--- config.mk ---
export PLATFORM = sky130hd
export DESIGN_NAME = sd_bus_arbiter
export DESIGN_NICKNAME = d
export VERILOG_FILES = /design/src/rtl/sd_bus_arbiter_pkg.sv /design/src/rtl/sd_bus_arbiter_rr_pick.sv /design/src/rtl/sd_bus_arbiter.sv
export SDC_FILE = /design/constraint.sdc
export NUM_CORES = 1
export LEC_CHECK = 0
export CAP_MARGIN = 20
export CORE_AREA = 8 8 45 47
export DETAILED_ROUTE_END_ITERATION = 6
export DIE_AREA = 0 0 53 55
export DONT_BUFFER_PORTS = 1
export GPL_TIMING_DRIVEN = 0
export PLACE_DENSITY = 0.58
export SYNTH_ARGS = -nofsm -noshare
export SYNTH_HDL_FRONTEND = slang
export SYNTH_SLANG_ARGS = --single-unit
--- constraint.sdc ---
create_clock -name C -period 5.6 [get_ports C]
set_input_delay 1.12 -clock C [delete_from_list [all_inputs] [get_ports C]]
set_output_delay 1.12 -clock C [all_outputs]
set_load 0.02 [all_outputs]
--- src/rtl/sd_bus_arbiter_pkg.sv ---
// Shared definitions for the SD host bus arbiter and its requester engines.
// Holds the arbiter state encoding and the default watchdog limit that the
// command engine also uses.
package sd_bus_arbiter_pkg;

  // Arbiter states; the encodings match the legacy 2-bit constants.
  typedef enum logic [1:0] {
    ARB_IDLE    = 2'd0,
    ARB_GRANT   = 2'd1,
    ARB_RELEASE = 2'd2
  } arb_state_t;

  // Default cycles an owner may hold the bus before a forced release.
  localparam int unsigned SD_TIMEOUT_MAX_DEFAULT = 50000;

endpackage

--- src/rtl/sd_bus_arbiter_rr_pick.sv ---
// Combinational round-robin picker: reports whether any request is set and
// the index of the first set request found scanning from rr_ptr upward with
// wrap-around. Also used by the DAT-line FIFO scheduler.
module rr_pick #(
  parameter int unsigned N     = 2,
  parameter int unsigned IDX_W = 3
) (
  input  logic [N-1:0]     req,
  input  logic [IDX_W-1:0] rr_ptr,
  output logic             valid,
  output logic [IDX_W-1:0] idx
);

  logic [N-1:0]   rot;
  logic [IDX_W-1:0] off;
  logic           found;
  logic [IDX_W:0] sum;

  // Rotate so bit 0 is the request at rr_ptr, then find the lowest set bit.
  always_comb begin
    rot   = N'({req, req} >> rr_ptr);
    off   = '0;
    found = 1'b0;
    for (int unsigned i = 0; i < N; i++) begin
      if (!found && rot[i]) begin
        found = 1'b1;
        off   = IDX_W'(i);
      end
    end
  end

  // Map the rotated offset back to an absolute requester index.
  always_comb begin
    sum   = {1'b0, rr_ptr} + {1'b0, off};
    valid = |req;
    if (sum >= (IDX_W+1)'(N)) begin
      idx = IDX_W'(sum - (IDX_W+1)'(N));
    end else begin
      idx = IDX_W'(sum);
    end
  end

endmodule

--- src/rtl/sd_bus_arbiter.sv ---
// Round-robin owner arbiter for the shared SD CMD/DAT bus.
// Grants one requester at a time, inserts a one-cycle turnaround after each
// release and drives `owner` as the pad/shift datapath mux select.
// Optional watchdog force-release: define SD_BUS_ARB_TIMEOUT_EN.
module sd_bus_arbiter
  import sd_bus_arbiter_pkg::*;
#(
  parameter int unsigned N_REQ       = 2,
  parameter int unsigned IDX_W       = 3,
  parameter int unsigned TIMEOUT_W   = 16,
  parameter int unsigned TIMEOUT_MAX = SD_TIMEOUT_MAX_DEFAULT
) (
  input  logic             C,
  input  logic             R,
  input  logic [N_REQ-1:0] req,
  input  logic [N_REQ-1:0] done,
  output logic [N_REQ-1:0] gnt,
  output logic             busy,
  output logic [IDX_W-1:0] owner,
  output logic             timeout
);

  // Elaboration-time parameter sanity checks.
  if (N_REQ < 2 || N_REQ > 8 || (1 << IDX_W) < N_REQ) begin : g_bad_req_cfg
    $error("sd_bus_arbiter: N_REQ must be 2..8 and fit in IDX_W bits");
  end
  if (TIMEOUT_MAX < 1 || TIMEOUT_MAX > (1 << TIMEOUT_W) - 1) begin : g_bad_tmo_cfg
    $error("sd_bus_arbiter: TIMEOUT_MAX must be 1..2**TIMEOUT_W-1");
  end

  arb_state_t       state, state_n;
  logic [N_REQ-1:0] gnt_n;
  logic [IDX_W-1:0] owner_n;
  logic [IDX_W-1:0] rr_ptr, rr_ptr_n;
  logic [IDX_W-1:0] rr_next;
  logic             pick_valid;
  logic [IDX_W-1:0] pick_idx;
  logic             own_req;
  logic             own_done;
  logic             wdog_expire;
  logic             timeout_n;

  rr_pick #(
    .N     (N_REQ),
    .IDX_W (IDX_W)
  ) u_rr_pick (
    .req    (req),
    .rr_ptr (rr_ptr),
    .valid  (pick_valid),
    .idx    (pick_idx)
  );

  // In GRANT, gnt is the one-hot of owner, so masking with gnt selects the
  // owner's req/done bits without a variable-width index.
  always_comb begin
    own_req  = |(req & gnt);
    own_done = |(done & gnt);
    rr_next  = (owner == IDX_W'(N_REQ - 1)) ? '0 : owner + 1'b1;
  end

`ifdef SD_BUS_ARB_TIMEOUT_EN
  logic [TIMEOUT_W-1:0] wdog, wdog_n;

  // Watchdog expiry compare against the configured limit.
  always_comb begin
    wdog_expire = (wdog == TIMEOUT_W'(TIMEOUT_MAX - 1));
  end
`else
  // No watchdog: GRANT ends only on done or abort.
  always_comb begin
    wdog_expire = 1'b0;
  end
`endif

  // Next-state and next-register values; done/abort take priority over expiry.
  always_comb begin
    state_n   = state;
    gnt_n     = gnt;
    owner_n   = owner;
    rr_ptr_n  = rr_ptr;
    timeout_n = 1'b0;
`ifdef SD_BUS_ARB_TIMEOUT_EN
    wdog_n    = wdog;
`endif
    case (state)
      ARB_IDLE: begin
        if (pick_valid) begin
          state_n = ARB_GRANT;
          gnt_n   = N_REQ'(1) << pick_idx;
          owner_n = pick_idx;
`ifdef SD_BUS_ARB_TIMEOUT_EN
          wdog_n  = '0;
`endif
        end
      end
      ARB_GRANT: begin
        if (own_done || !own_req || wdog_expire) begin
          state_n   = ARB_RELEASE;
          gnt_n     = '0;
          rr_ptr_n  = rr_next;
          // Only reachable here without done/abort when the watchdog fired.
          timeout_n = own_req && !own_done;
        end else begin
`ifdef SD_BUS_ARB_TIMEOUT_EN
          wdog_n = wdog + 1'b1;
`endif
        end
      end
      ARB_RELEASE: begin
        state_n = ARB_IDLE;
      end
      default: begin
        state_n = ARB_IDLE;
        gnt_n   = '0;
      end
    endcase
  end

  // State and datapath registers with synchronous reset.
  always_ff @(posedge C) begin
    if (R) begin
      state  <= ARB_IDLE;
      gnt    <= '0;
      owner  <= '0;
      rr_ptr <= '0;
    end else begin
      state  <= state_n;
      gnt    <= gnt_n;
      owner  <= owner_n;
      rr_ptr <= rr_ptr_n;
    end
  end

`ifdef SD_BUS_ARB_TIMEOUT_EN
  // Watchdog counter and one-cycle forced-release pulse.
  always_ff @(posedge C) begin
    if (R) begin
      wdog    <= '0;
      timeout <= 1'b0;
    end else begin
      wdog    <= wdog_n;
      timeout <= timeout_n;
    end
  end
`else
  // Forced release is not built; timeout_n is constant zero here.
  always_comb begin
    timeout = timeout_n;
  end
`endif

  // Bus is owned or turning around in every state but IDLE.
  always_comb begin
    busy = (state != ARB_IDLE);
  end

endmodule

==> results of run 1 <==
==> routing by layer <==
| layer | vias to the layer above | GRT usage | share of wire |
|---|---|---|---|
| met5 | - | 0 | 0 |
| met4 | 0 | 0.0647 | 0.017 |
| met3 | 2 | 0.0481 | 0.10 |
| met2 | 11 | 0.141 | 0.43 |
| met1 | 205 | 0.0962 | 0.45 |
| li1 | 245 | - | - |
==> worst max-delay path, delay by kind of cell <==
family	cells	cell delay (ps)
adders and majority gates	2	390
and+or+nand+nor	3	490
AOI/OAI and AO/OA	4	580
==> worst max path at each step <==
| stage | start | endpoint | cells after the start |
|---|---|---|---|
| 3_5_place_dp | req[0] | owner[1]$_SDFFE_PP0P_ | 9 |
| 3_3_place_gp | req[0] | owner[1]$_SDFFE_PP0P_ | 9 |
| 6_report | req[0] | owner[1]$_SDFFE_PP0P_ | 9 |
| 4_1_cts | req[0] | owner[1]$_SDFFE_PP0P_ | 9 |
| 2_1_floorplan | req[0] | owner[1]$_SDFFE_PP0P_ | 9 |
| 5_1_grt | req[0] | owner[1]$_SDFFE_PP0P_ | 9 |
==> stage by stage <==
stage | power, mW | hold slack [ps]
final | 0.184 | 556
after CTS | 0.186 | 564
after global placement | 0.121 | 552
after floorplan | 0.115 | 494
after detailed placement | 0.122 | 544
after global routing | 0.195 | 593
==> cell type report <==
type | instances | area (µm²)
Multi-Input combinational cell | 53 | 360
Sequential cell | 10 | 200
Buffer | 2 | 11.3
Tap cell | 16 | 20.0
Fill cell | 140 | 756
Clock buffer | 4 | 36.3
==> registers in the layout, indices dropped and copies added, names as in the netlist <==
signal  flops
gnt         2
owner       3
state       2
rr_ptr      3
==> cells by family after synthesis <==
logic type	Yosys count	synth area share
compound gates	13	0.166
xor+xnor	1	0.0153
fa+ha+maj	2	0.0438
buf+inv	2	0.0197
flops	10	0.350
mux	4	0.0766
other cells	1	0.00656
simple gates	32	0.322
==> synthesized netlist by cell type (2+ instances only) <==
cell / instances / area share
nand3b_1: 3 / 0.039
dfxtp_1: 10 / 0.35
mux2_2: 3 / 0.059
ha_1: 2 / 0.044
nand4_1: 3 / 0.033
o21ai_0: 2 / 0.018
a31oi_1: 3 / 0.033
a21oi_1: 4 / 0.035
nor2b_1: 6 / 0.066
nor2_1: 7 / 0.046
or2_2: 2 / 0.022
nand2_1: 5 / 0.033
nand2b_1: 2 / 0.022
==> report_power, final <==
group	switching (mW)	total (mW)	internal (mW)
logic	0.0177	0.0331	0.0154
clock network	0.0254	0.0648	0.0394
registers	0.00980	0.0863	0.0765
total	0.0529	0.184	0.131
==> out/qor.txt, run 1 <==
CTS H-tree lvls: 1
Hold Crit Depth: 2
Cell count after synthesis: 65
Global-route wire length before repair: 1960 µm
CTS Buf Count: 3
CP Capture Type: register
Maximum clock frequency: 0.421 GHz
Pwr Density: 293 nW/µm²
Placed Area: 592 µm²
Gp weighted congestion: 0.734
R2R cell count: 9
Clk_lat worst skew: 260 ps
Sink Count: 10
Ant diodes: 0
Arr. time, crit path: 2570 ps
Total GRT Usage: 0.0920
Placed wire-length estimate: 898 µm
Post-Syn Area per Cell: 8.80 µm²
Drc violations: 0
# hold bufs at CTS: 0
Setup bufs post-CTS: 0
RR Startpoint: rr_ptr[1]$_SDFFE_PP0P_
Die X: 53 µm
CTS tree: yes
Synth Warn #: 0
I/O Buffers: 0
Die Y: 55 µm
Status: finished clean
Setup crit start kind: input port
Core area: 1380 µm²
Setup Crit Path Kind: input port to register
TNS Setup: 0 ps
Place WS: 2970 ps
Post_cts resized: 0
Worst-case clock buffer depth: 2
Setup Skew: 3.00 ps
Worst r2r dst: owner[1]$_SDFFE_PP0P_
Crit-path slowest cell: nor4bb_1
Leak: 0.242 nW
Dpl cells: 81
Sequential share of the synthesized area: 0.350
WL/cell: 13.4 µm
Initial antenna violation count: 0
Largest net degree at the start of global routing: 11
Setup violations, final: 0
Hold EP: owner[2]$_SDFFE_PP0P_
Most common cell after layout, fill and taps aside: dfxtp_1
Maximum Capacitance Violations: 0
Min-Delay Path Class: register to register
Layout cells sized above 1: 0.203
Cell chain of the critical path: nor4bb_1 > a21oi_1 > nor2_1 > ha_1 > ha_1 > o21bai_1 > a31o_2 > nand2b_1 > a21oi_1
Unique cell type count in the Yosys netlist: 26
Hold_sp: rr_ptr[2]$_SDFFE_PP0P_
Area delta synth->final: 9.85%
Vias in the first global route: 442
Final ANT Viol Nets: 0
Post-synthesis register bit count: 10
Detailed-router iteration count before antenna repair: 2
Vias: 463
Slowest cell delay on critical path: 260 ps
Reg2Reg Setup Slack: 3680 ps
Starting Density: 0.413
Most frequent cells in the layout: dfxtp_1, nor2_1, nor2b_1, nand2_1, a21oi_1
Clock Tree Root: clkbuf_4
Ys flop type: dfxtp_1
Final Cycle Share: 0.424
Drt total wl: 1140 µm
Syn Nets: 73
Post-layout minimum cycle time: 2370 ps
Number of synthesized flops with an enable pin: 0
Post-Route Utilization: 0.454
Clock transition at the registers of the reported paths: 70 ps
Final Non-Filler Cells: 85
Die area: 2920 µm²
Design area: 628 µm²
Average via count per standard cell: 5.45
GRT overflow: 0
Site row count: 14
Crit path max fanout: 4
Io pins: 13
DRT iter0 DRCs: 3
RSZ-0062 raised after global routing: no
Pins Over Slew Limit: 0
Fin nets: 78
Final WS setup: 3230 ps
Max rail drop VDD: 0.195 mV
Required time worst endpoint: 5800 ps
Post-Synthesis Cell Area: 572 µm²
Post-synthesis async set-or-reset flop share: 0
Final hold viol count: 0
(Power assumes the default switching activity.)
==> inputs of run 2 (changes only) <==
--- a/config.mk
+++ b/config.mk
@@ -11,7 +11,7 @@
 export DIE_AREA = 0 0 53 55
 export DONT_BUFFER_PORTS = 1
 export GPL_TIMING_DRIVEN = 0
-export PLACE_DENSITY = 0.58
+export PLACE_DENSITY = 0.61
 export SYNTH_ARGS = -nofsm -noshare
 export SYNTH_HDL_FRONTEND = slang
 export SYNTH_SLANG_ARGS = --single-unit
==> constraint.sdc (replaced) <==
create_clock -name C -period 2 [get_ports C]
set_input_delay 0.4 -clock C [delete_from_list [all_inputs] [get_ports C]]
set_output_delay 0.4 -clock C [all_outputs]
set_load 0.02 [all_outputs]
==> out/qor.txt, run 2 (same netlist as run 1, synthesis figures left out) <==
Status: finished clean
CTS tree: yes
GRT overflow: 0
Area delta synth->final: 20.4%
Metal-1 WL: 589 µm
Detailed-router iteration count before antenna repair: 2
Sw Pwr: 0.163 mW
Most frequent cells in the layout: dfxtp_1, nor2_1, nor2b_1, nand2_1, buf_4
TNS Setup: 0 ps
Crit-path slowest cell: dfxtp_4
Largest net degree at the start of global routing: 11
Post-layout minimum cycle time: 1920 ps
Global-route wire length before repair: 2070 µm
Sink Count: 10
Initial antenna violation count: 0
Setup Crit Path Kind: register to register
RSZ-0062 raised after global routing: no
Cell chain of the critical path: nor4bb_2 > a21oi_1 > nor2_1 > ha_2 > ha_4 > o21bai_1 > a31o_2 > nand2b_4 > a21oi_2
Biggest regs: owner (3), rr_ptr (3)
Most common cell after layout, fill and taps aside: dfxtp_1
Reg power frac: 0.453
Sw frac: 0.306
DR WL met2: 566 µm
Met3 wirelength from detailed routing: 114 µm
Average via count per standard cell: 5.49
Setup violations, final: 0
Final hold viol count: 0
Core area: 1380 µm²
CTS Buf Count: 3
Layout cells sized above 1: 0.333
Gp weighted congestion: 0.719
Arr. time, crit path: 2130 ps
Comb power frac: 0.185
Vias: 483
Clock Tree Root: clkbuf_4
Placed wire-length estimate: 888 µm
Post-Route Utilization: 0.497
Final WS setup: 77.8 ps
Crit path max fanout: 3
Worst path buffer plus inverter count: 0
Fin nets: 81
Final Cycle Share: 0.961
Internal power: 0.370 mW
Max rail drop VDD: 0.320 mV
Io pins: 13
Site row count: 14
Pins Over Slew Limit: 0
DRT iter0 DRCs: 2
Drt total wl: 1310 µm
Cell family with most CP delay: compound AO/OA/AOI/OAI gates
Die Y: 55 µm
Maximum Capacitance Violations: 0
Final ANT Viol Nets: 0
Setup crit start kind: register
Starting Density: 0.413
Die X: 53 µm
Total GRT Usage: 0.0980
Required time worst endpoint: 2210 ps
Leak: 0.264 nW
Pwr Density: 776 nW/µm²
Ant diodes: 0
Clock transition at the registers of the reported paths: 70 ps
Setup Skew: 4.86 ps
Place WS: 83.2 ps
WL/cell: 14.9 µm
Top sig layer: met4
CP Capture Type: register
Die area: 2920 µm²
Worst-case clock buffer depth: 2
Fillers: 141
I/O Buffers: 0
Clk_lat worst skew: 280 ps
Maximum clock frequency: 0.520 GHz
Drc violations: 0
CTS H-tree lvls: 1
Slowest cell delay on critical path: 360 ps
Placed Area: 592 µm²
Min-Delay Path Class: input port to register
Clk pwr share: 0.363
Design area: 688 µm²
Vias in the first global route: 445
-- run 2: changes by cell type in the layout (fill, tap and decap cells not counted), sizes merged --
cell  previous run  this run
buf              1         4
-- run 2: power groups by stage --
stage	clock [mW]	sequential, mW	combinational, mW
floorplan	0	0.241	0.0801
CTS	0.196	0.242	0.0930
finish	0.194	0.241	0.0986
global route	0.204	0.245	0.111
detailed placement	0	0.247	0.0922
global placement	0	0.247	0.0924
-- run 2: final cells by class --
cell class / count / area [µm²] / area share
Buffer: 2 / 11.3 / 0.0164
Clock buffer: 4 / 36.3 / 0.0527
Multi-Input combinational cell: 53 / 393 / 0.571
Sequential cell: 10 / 205 / 0.298
Tap cell: 16 / 20.0 / 0.0291
Timing Repair Buffer: 3 / 22.5 / 0.0327
-- run 2: metal layers --
layer	vias up	global-route usage
li1	247	-
met1	220	0.113
met2	11	0.133
met3	5	0.0508
met4	0	0.0776
met5	-	0
-- run 2: worst register-to-register path, delay by kind of cell (launching register included) --
family,cells,cell delay [ps]
compound gates,4,570
fa+ha+maj,2,410
flops,1,360
simple gates,3,520
-- run 2: through the flow --
stage	total power [mW]	hold slack, ps	std cells
floorplan	0.321	494	65
global placement	0.339	548	81
detailed placement	0.339	546	81
CTS	0.531	375	85
global route	0.560	385	88
finish	0.534	382	88
-- run 2: final timing paths --
path / start / depth (start not counted) / to / slack, ps
setup / recovery: rr_ptr[1]$_SDFFE_PP0P_ / 9 / owner[1]$_SDFFE_PP0P_ / 80
hold / removal: R / 2 / rr_ptr[2]$_SDFFE_PP0P_ / 380
hold reg to reg: rr_ptr[2]$_SDFFE_PP0P_ / 2 / owner[2]$_SDFFE_PP0P_ / 570
setup reg to reg: rr_ptr[1]$_SDFFE_PP0P_ / 9 / owner[1]$_SDFFE_PP0P_ / 80
-- run 2: timing repair --
item / in CTS / in global routing
setup endpoints to repair: 0 / 3
buffers inserted: 0 / 3
hold buffers: 0 / 0
gates resized for setup: 0 / 8
